$ cat config.mk
export PLATFORM = sky130hd
export DESIGN_NAME = ll_walk_sched
export DESIGN_NICKNAME = d
export VERILOG_FILES = /design/src/rtl/ll_walk_sched.sv
export SDC_FILE = /design/constraint.sdc
export NUM_CORES = 2
export LEC_CHECK = 0
export ABC_AREA = 1
export CORE_MARGIN = 10
export CORE_UTILIZATION = 48
export CTS_CLUSTER_DIAMETER = 50
export DETAILED_ROUTE_END_ITERATION = 16
export DONT_BUFFER_PORTS = 1
export SLEW_MARGIN = 30
export SYNTH_ARGS = -nofsm -noshare
export SYNTH_HDL_FRONTEND = slang
export SYNTH_SLANG_ARGS = --single-unit
$ cat constraint.sdc
create_clock -name clk -period 3.3 [get_ports clk]
set_clock_uncertainty 0.1 [all_clocks]
set_input_delay 0.33 -clock clk [delete_from_list [all_inputs] [get_ports clk]]
set_output_delay 0.33 -clock clk [all_outputs]
set_load 0.05 [all_outputs]
$ cat src/rtl/ll_walk_sched.sv
// Round-robin scheduler sharing one linked-list walker among N_REQ requesters.
// Owns the next-pointer table and streams one tagged pointer per beat.
module ll_walk_sched #(
  parameter int N     = 256,
  parameter int W_PTR = $clog2(N),
  parameter int N_REQ = 4,
  parameter int W_ID  = $clog2(N_REQ)
) (
  input  logic                   clk,
  input  logic                   rst_n,
  input  logic [N_REQ*W_PTR-1:0] req_head,
  input  logic [N_REQ-1:0]       req_vld,
  output logic [N_REQ-1:0]       req_rdy,
  input  logic                   cfg_we,
  input  logic [W_PTR-1:0]       cfg_addr,
  input  logic [W_PTR-1:0]       cfg_next,
  output logic [W_PTR-1:0]       out_ptr,
  output logic [W_ID-1:0]        out_id,
  output logic                   out_last,
  output logic                   out_vld,
  input  logic                   out_rdy,
  output logic                   err_loop,
  output logic [W_ID-1:0]        err_id,
  output logic                   busy
);

  typedef enum logic {S_IDLE, S_WALK} state_e;

  localparam int unsigned      NRU     = N_REQ;
  localparam logic [W_PTR-1:0] CNT_MAX = W_PTR'(N - 2);
  localparam logic [W_ID-1:0]  RR_INIT = W_ID'(N_REQ - 1);

  state_e           state_q, state_d;
  logic [W_PTR-1:0] table_q [N];
  logic [W_PTR-1:0] cur_q, cur_d;
  logic [W_PTR-1:0] cnt_q, cnt_d;
  logic [W_ID-1:0]  id_q, id_d;
  logic [W_ID-1:0]  rr_q, rr_d;
  logic [W_ID-1:0]  err_id_q, err_id_d;
  logic             err_loop_q, err_loop_d;

  logic [W_PTR-1:0] heads [N_REQ];
  logic [W_PTR-1:0] nxt, win_head;
  logic [W_ID-1:0]  win, scan;
  logic             found, guard_hit, fin, hs, can_acc, accept;

  for (genvar g = 0; g < N_REQ; g++) begin : g_heads
    assign heads[g] = req_head[g*W_PTR +: W_PTR];
  end

  // Next-pointer table: reads are combinational, so a same-cycle write is not visible.
  always_ff @(posedge clk or negedge rst_n) begin
    if (!rst_n) begin
      for (int unsigned i = 0; i < N; i++) table_q[i] <= '0;
    end else if (cfg_we) begin
      table_q[cfg_addr] <= cfg_next;
    end
  end

  // Search starts one past the last winner and wraps modulo N_REQ.
  always_comb begin
    found = 1'b0;
    win   = '0;
    scan  = '0;
    for (int unsigned k = 1; k <= NRU; k++) begin
      scan = W_ID'((32'(rr_q) + k) % NRU);
      if (!found && req_vld[scan]) begin
        found = 1'b1;
        win   = scan;
      end
    end
  end

  assign win_head  = heads[win];
  assign nxt       = table_q[cur_q];
  assign guard_hit = (cnt_q == CNT_MAX);
  assign fin       = (nxt == '0) || guard_hit;
  assign hs        = (state_q == S_WALK) && out_rdy;
  assign can_acc   = (state_q == S_IDLE) || (hs && fin);
  assign accept    = can_acc && found;

  always_comb begin
    req_rdy = '0;
    if (accept && rst_n) req_rdy[win] = 1'b1;
  end

  always_comb begin
    state_d    = state_q;
    cur_d      = cur_q;
    cnt_d      = cnt_q;
    id_d       = id_q;
    rr_d       = rr_q;
    err_loop_d = 1'b0;
    err_id_d   = err_id_q;

    if (hs && !fin) begin
      cur_d = nxt;
      cnt_d = cnt_q + 1'b1;
    end

    if (hs && guard_hit && (nxt != '0)) begin
      err_loop_d = 1'b1;
      err_id_d   = id_q;
    end

    // A null head is consumed like any other grant but starts no walk.
    if (can_acc) begin
      state_d = S_IDLE;
      if (accept) begin
        rr_d = win;
        if (win_head != '0) begin
          cur_d   = win_head;
          id_d    = win;
          cnt_d   = '0;
          state_d = S_WALK;
        end
      end
    end
  end

  always_ff @(posedge clk or negedge rst_n) begin
    if (!rst_n) begin
      state_q    <= S_IDLE;
      cur_q      <= '0;
      cnt_q      <= '0;
      id_q       <= '0;
      rr_q       <= RR_INIT;
      err_loop_q <= 1'b0;
      err_id_q   <= '0;
    end else begin
      state_q    <= state_d;
      cur_q      <= cur_d;
      cnt_q      <= cnt_d;
      id_q       <= id_d;
      rr_q       <= rr_d;
      err_loop_q <= err_loop_d;
      err_id_q   <= err_id_d;
    end
  end

  assign out_vld  = (state_q == S_WALK);
  assign busy     = out_vld;
  assign out_ptr  = cur_q;
  assign out_id   = id_q;
  assign out_last = out_vld && fin;
  assign err_loop = err_loop_q;
  assign err_id   = err_id_q;

endmodule

==> results.json <==
{
  "ioPinCount": 76,
  "cts_max_level": 4,
  "clk_pin_slew_ps": 60,
  "violations": "negative hold slack, negative setup slack",
  "post-place-ws_ps": -1180,
  "path_class": "flip-flop to primary output",
  "ff2ff_setup_slack_ps": -870,
  "core_area_um2": 195000,
  "antenna_found_initial": 8,
  "setup_viol": 28,
  "vias_per_cell": 5.76,
  "yosys.cell_types.count": 33,
  "worst_slack_ps": -1370,
  "synth_area_um2": 94400,
  "cts_max_path_buffers": 3,
  "design.final.nets": 11800,
  "synthTopCellsByCount": "4345 x nand2_1, 2070 x dfrtp_1, 2023 x nand3_1, 1950 x o21ai_0, 619 x clkbuf_1",
  "port_buffers": 0,
  "rr_startpoint": "out_ptr[2]",
  "grt_setup_unrepaired": "yes",
  "wl_per_cell_um": 21.8,
  "worst_pin_slew_ps": 980,
  "start_util_pct": 48.4,
  "worst_setup_path_start_kind": "flip-flop",
  "leakagePower_nw": 50.2,
  "die_w_um": 463,
  "drtIter0Drc": 9828,
  "seq_area_frac_synth_pct": 54.9,
  "worstPathArrival_ps": 4240,
  "grt_pass1_vias": 80100,
  "grt_overflow": 0,
  "yosysMostFrequentCell": "nand2_1",
  "cts_tree": "done",
  "numClockSinks": 2072,
  "hold_class": "primary input to async pin",
  "clock.fmax_mhz": 214,
  "grt_pass1_wl_mm": 492,
  "async_reset_ff_share_pct": 100,
  "finalHoldViolCount": 273,
  "yosys_warnings": 0,
  "p_per_area_nw_per_um2": 805,
  "fillers": 17400,
  "syn_avg_cell_area_um2": 7.97,
  "peakVddDrop_uv": 652,
  "cts_root_buffer": "clkbuf_16",
  "final_design_area_no_fill_um2": 113000,
  "slew_headroom_pct": 34.6,
  "drc": 0,
  "critical_path.max_fanout": 58,
  "drt_first_pass_iters": 6,
  "r2r-end": "cnt_q[0]",
  "yosys.area.top_type_share_pct": 54.9,
  "status": "complete, but fails checks",
  "ff2ff_path_depth": 26,
  "finalMaxSlewViolations": 0,
  "max_cap_violations": 0,
  "cp-end-kind": "primary output",
  "hpwl_mm": 189,
  "place_area_um2": 99400,
  "fin_crit_sh_pct": 142,
  "area_delta_synth_final_pct": 20.1,
  "via_count": 83900,
  "postRouteAntennaNets": 0,
  "ys_ff_latch": 2072,
  "syn_inst": 11800,
  "die_h_um": 463,
  "wl_mm": 318,
  "gp_congestion": 0.910,
  "row_count": 162,
  "die-area_um2": 215000,
  "drive_gt1_share_pct": 13.0,
  "cts_buffers": 236,
  "syn_nets": 11900,
  "whs_ps": -936,
  "required_ps": 2870,
  "synth-main-ff-cell": "dfrtp_1",
  "postLayoutCoreUtil_pct": 58.1,
  "yosysTopAreaCell": "dfrtp_1",
  "ys_top_cells_by_area": "dfrtp_1 55%, nand2_1 17%, nand3_1 11%",
  "fin_crit_ps": 4670,
  "clk_latency_ps": 900,
  "synth_edf_count": 0,
  "grt_max_degree": 179,
  "track_usage_pct": 28.8
}
-- power breakdown --
group | internal [mW] | switching [mW]
Combinational | 13.1 | 23.3
Sequential | 26.8 | 0.916
Clock | 16.0 | 11.2
-- flip-flops by register name, indices dropped and copies added, names as in the netlist --
name / cells
out_ptr: 8
busy: 1
err_loop: 1
rr_q: 2
err_id: 2
table_q: 2048
cnt_q: 8
out_id: 2
-- layer usage --
| layer | global-route usage [%] | routed length [um] | part of all wire [%] | vias to the layer above |
|---|---|---|---|---|
| met5 | 0 | 13 | 0.0041 | - |
| met4 | 10.7 | 12500 | 3.9 | 2 |
| met3 | 5.33 | 25300 | 7.9 | 577 |
| met2 | 44.4 | 143000 | 45 | 3301 |
| met1 | 40.6 | 137000 | 43 | 41100 |
| li1 | - | - | - | 38900 |
-- cell type report --
class / count / area (um^2) / area share (%)
flip-flops and latches: 2072 / 51900 / 45.7
multi-input cells: 8714 / 41500 / 36.6
repair buffers: 610 / 8170 / 7.20
clock buffers: 337 / 6780 / 5.97
well taps: 2624 / 3280 / 2.89
clock inverters: 108 / 1360 / 1.20
inverters: 93 / 448 / 0.395
repair inverters: 1 / 30.0 / 0.0265
diodes: 5 / 12.5 / 0.0110
-- cell families (layout without fill, tap and decap cells) --
group                      count (synthesis)  after routing  share of synthesized area (%)
adders and majority gates                  2              2                         0.0265
AOI/OAI and AO/OA                       2096           2096                           11.1
other                                      0              5                              0
buffers and inverters                   1057           1149                           4.76
xor gates and xnor gates                   8              8                         0.0742
and+or+nand+nor                         6608           6608                           29.1
DFF                                     2072           2072                           54.9
-- what timing repair did --
item,in CTS,in global routing
setup buffers,41,12
pin swaps,88,100
resized for setup,476,297
cloned,28,7
endpoints found under the setup margin,29,150
endpoints found under the hold margin,1410,626
hold buffers,40,4
-- per-stage QoR --
step,instances,TNS (ps),total power [mW]
floorplan,11800,0,43.7
global placement,14000,-269810,56.3
detailed placement,14000,-126310,56.5
CTS,14500,-18840,89.0
global route,14600,-24850,95.0
finish,14600,-22690,91.3
-- critical path, stage by stage, from the launching register on --
cell and delay, ps:
dfrtp_4 490, buf_12 170, buf_12 190, buf_6 260
buf_4 180, nand3_1 110, nand3_1 90, nand3_2 120
nand3_1 130, nand3_2 140, nand3_4 120, nand2_4 120
nand2_2 70, nor2_4 100, nand2_4 130, nand2_4 110
nand2_4 60, a21oi_4 160, nand2_4 120, nor2_4 170
buf_12 150
-- cell usage in the layout, fill, tap and decap left out, types with 13 or more instances in the layout --
cell type / count
nand2_1: 4317
dfrtp_1: 2064
o21ai_0: 1944
nand3_1: 1544
nand3_2: 381
buf_4: 310
clkbuf_16: 244
nor2_1: 192
a21oi_1: 138
buf_12: 130
nand3_4: 102
inv_1: 69
buf_16: 61
clkbuf_1: 52
clkbuf_8: 49
clkinv_2: 44
buf_6: 41
dlygate4sd3_1: 36
nand2_2: 21
bufinv_16: 21
nor3_2: 15
buf_8: 14
clkinvlp_4: 13
-- worst max path at each step --
| stage | endpoint | startpoint | slack, ps | cells past startpoint |
|---|---|---|---|---|
| finish | req_rdy[0] | out_ptr[2] | -1370 | 20 |
| global route | req_rdy[0] | out_ptr[0] | -1470 | 22 |
| CTS | req_rdy[0] | out_ptr[0] | -1420 | 22 |
| detailed placement | req_rdy[0] | rst_n | -1180 | 9 |
| global placement | out_ptr[2] | out_ptr[0] | -1200 | 22 |
| floorplan | req_rdy[0] | out_ptr[0] | 20 | 21 |
(Power assumes the default switching activity.)
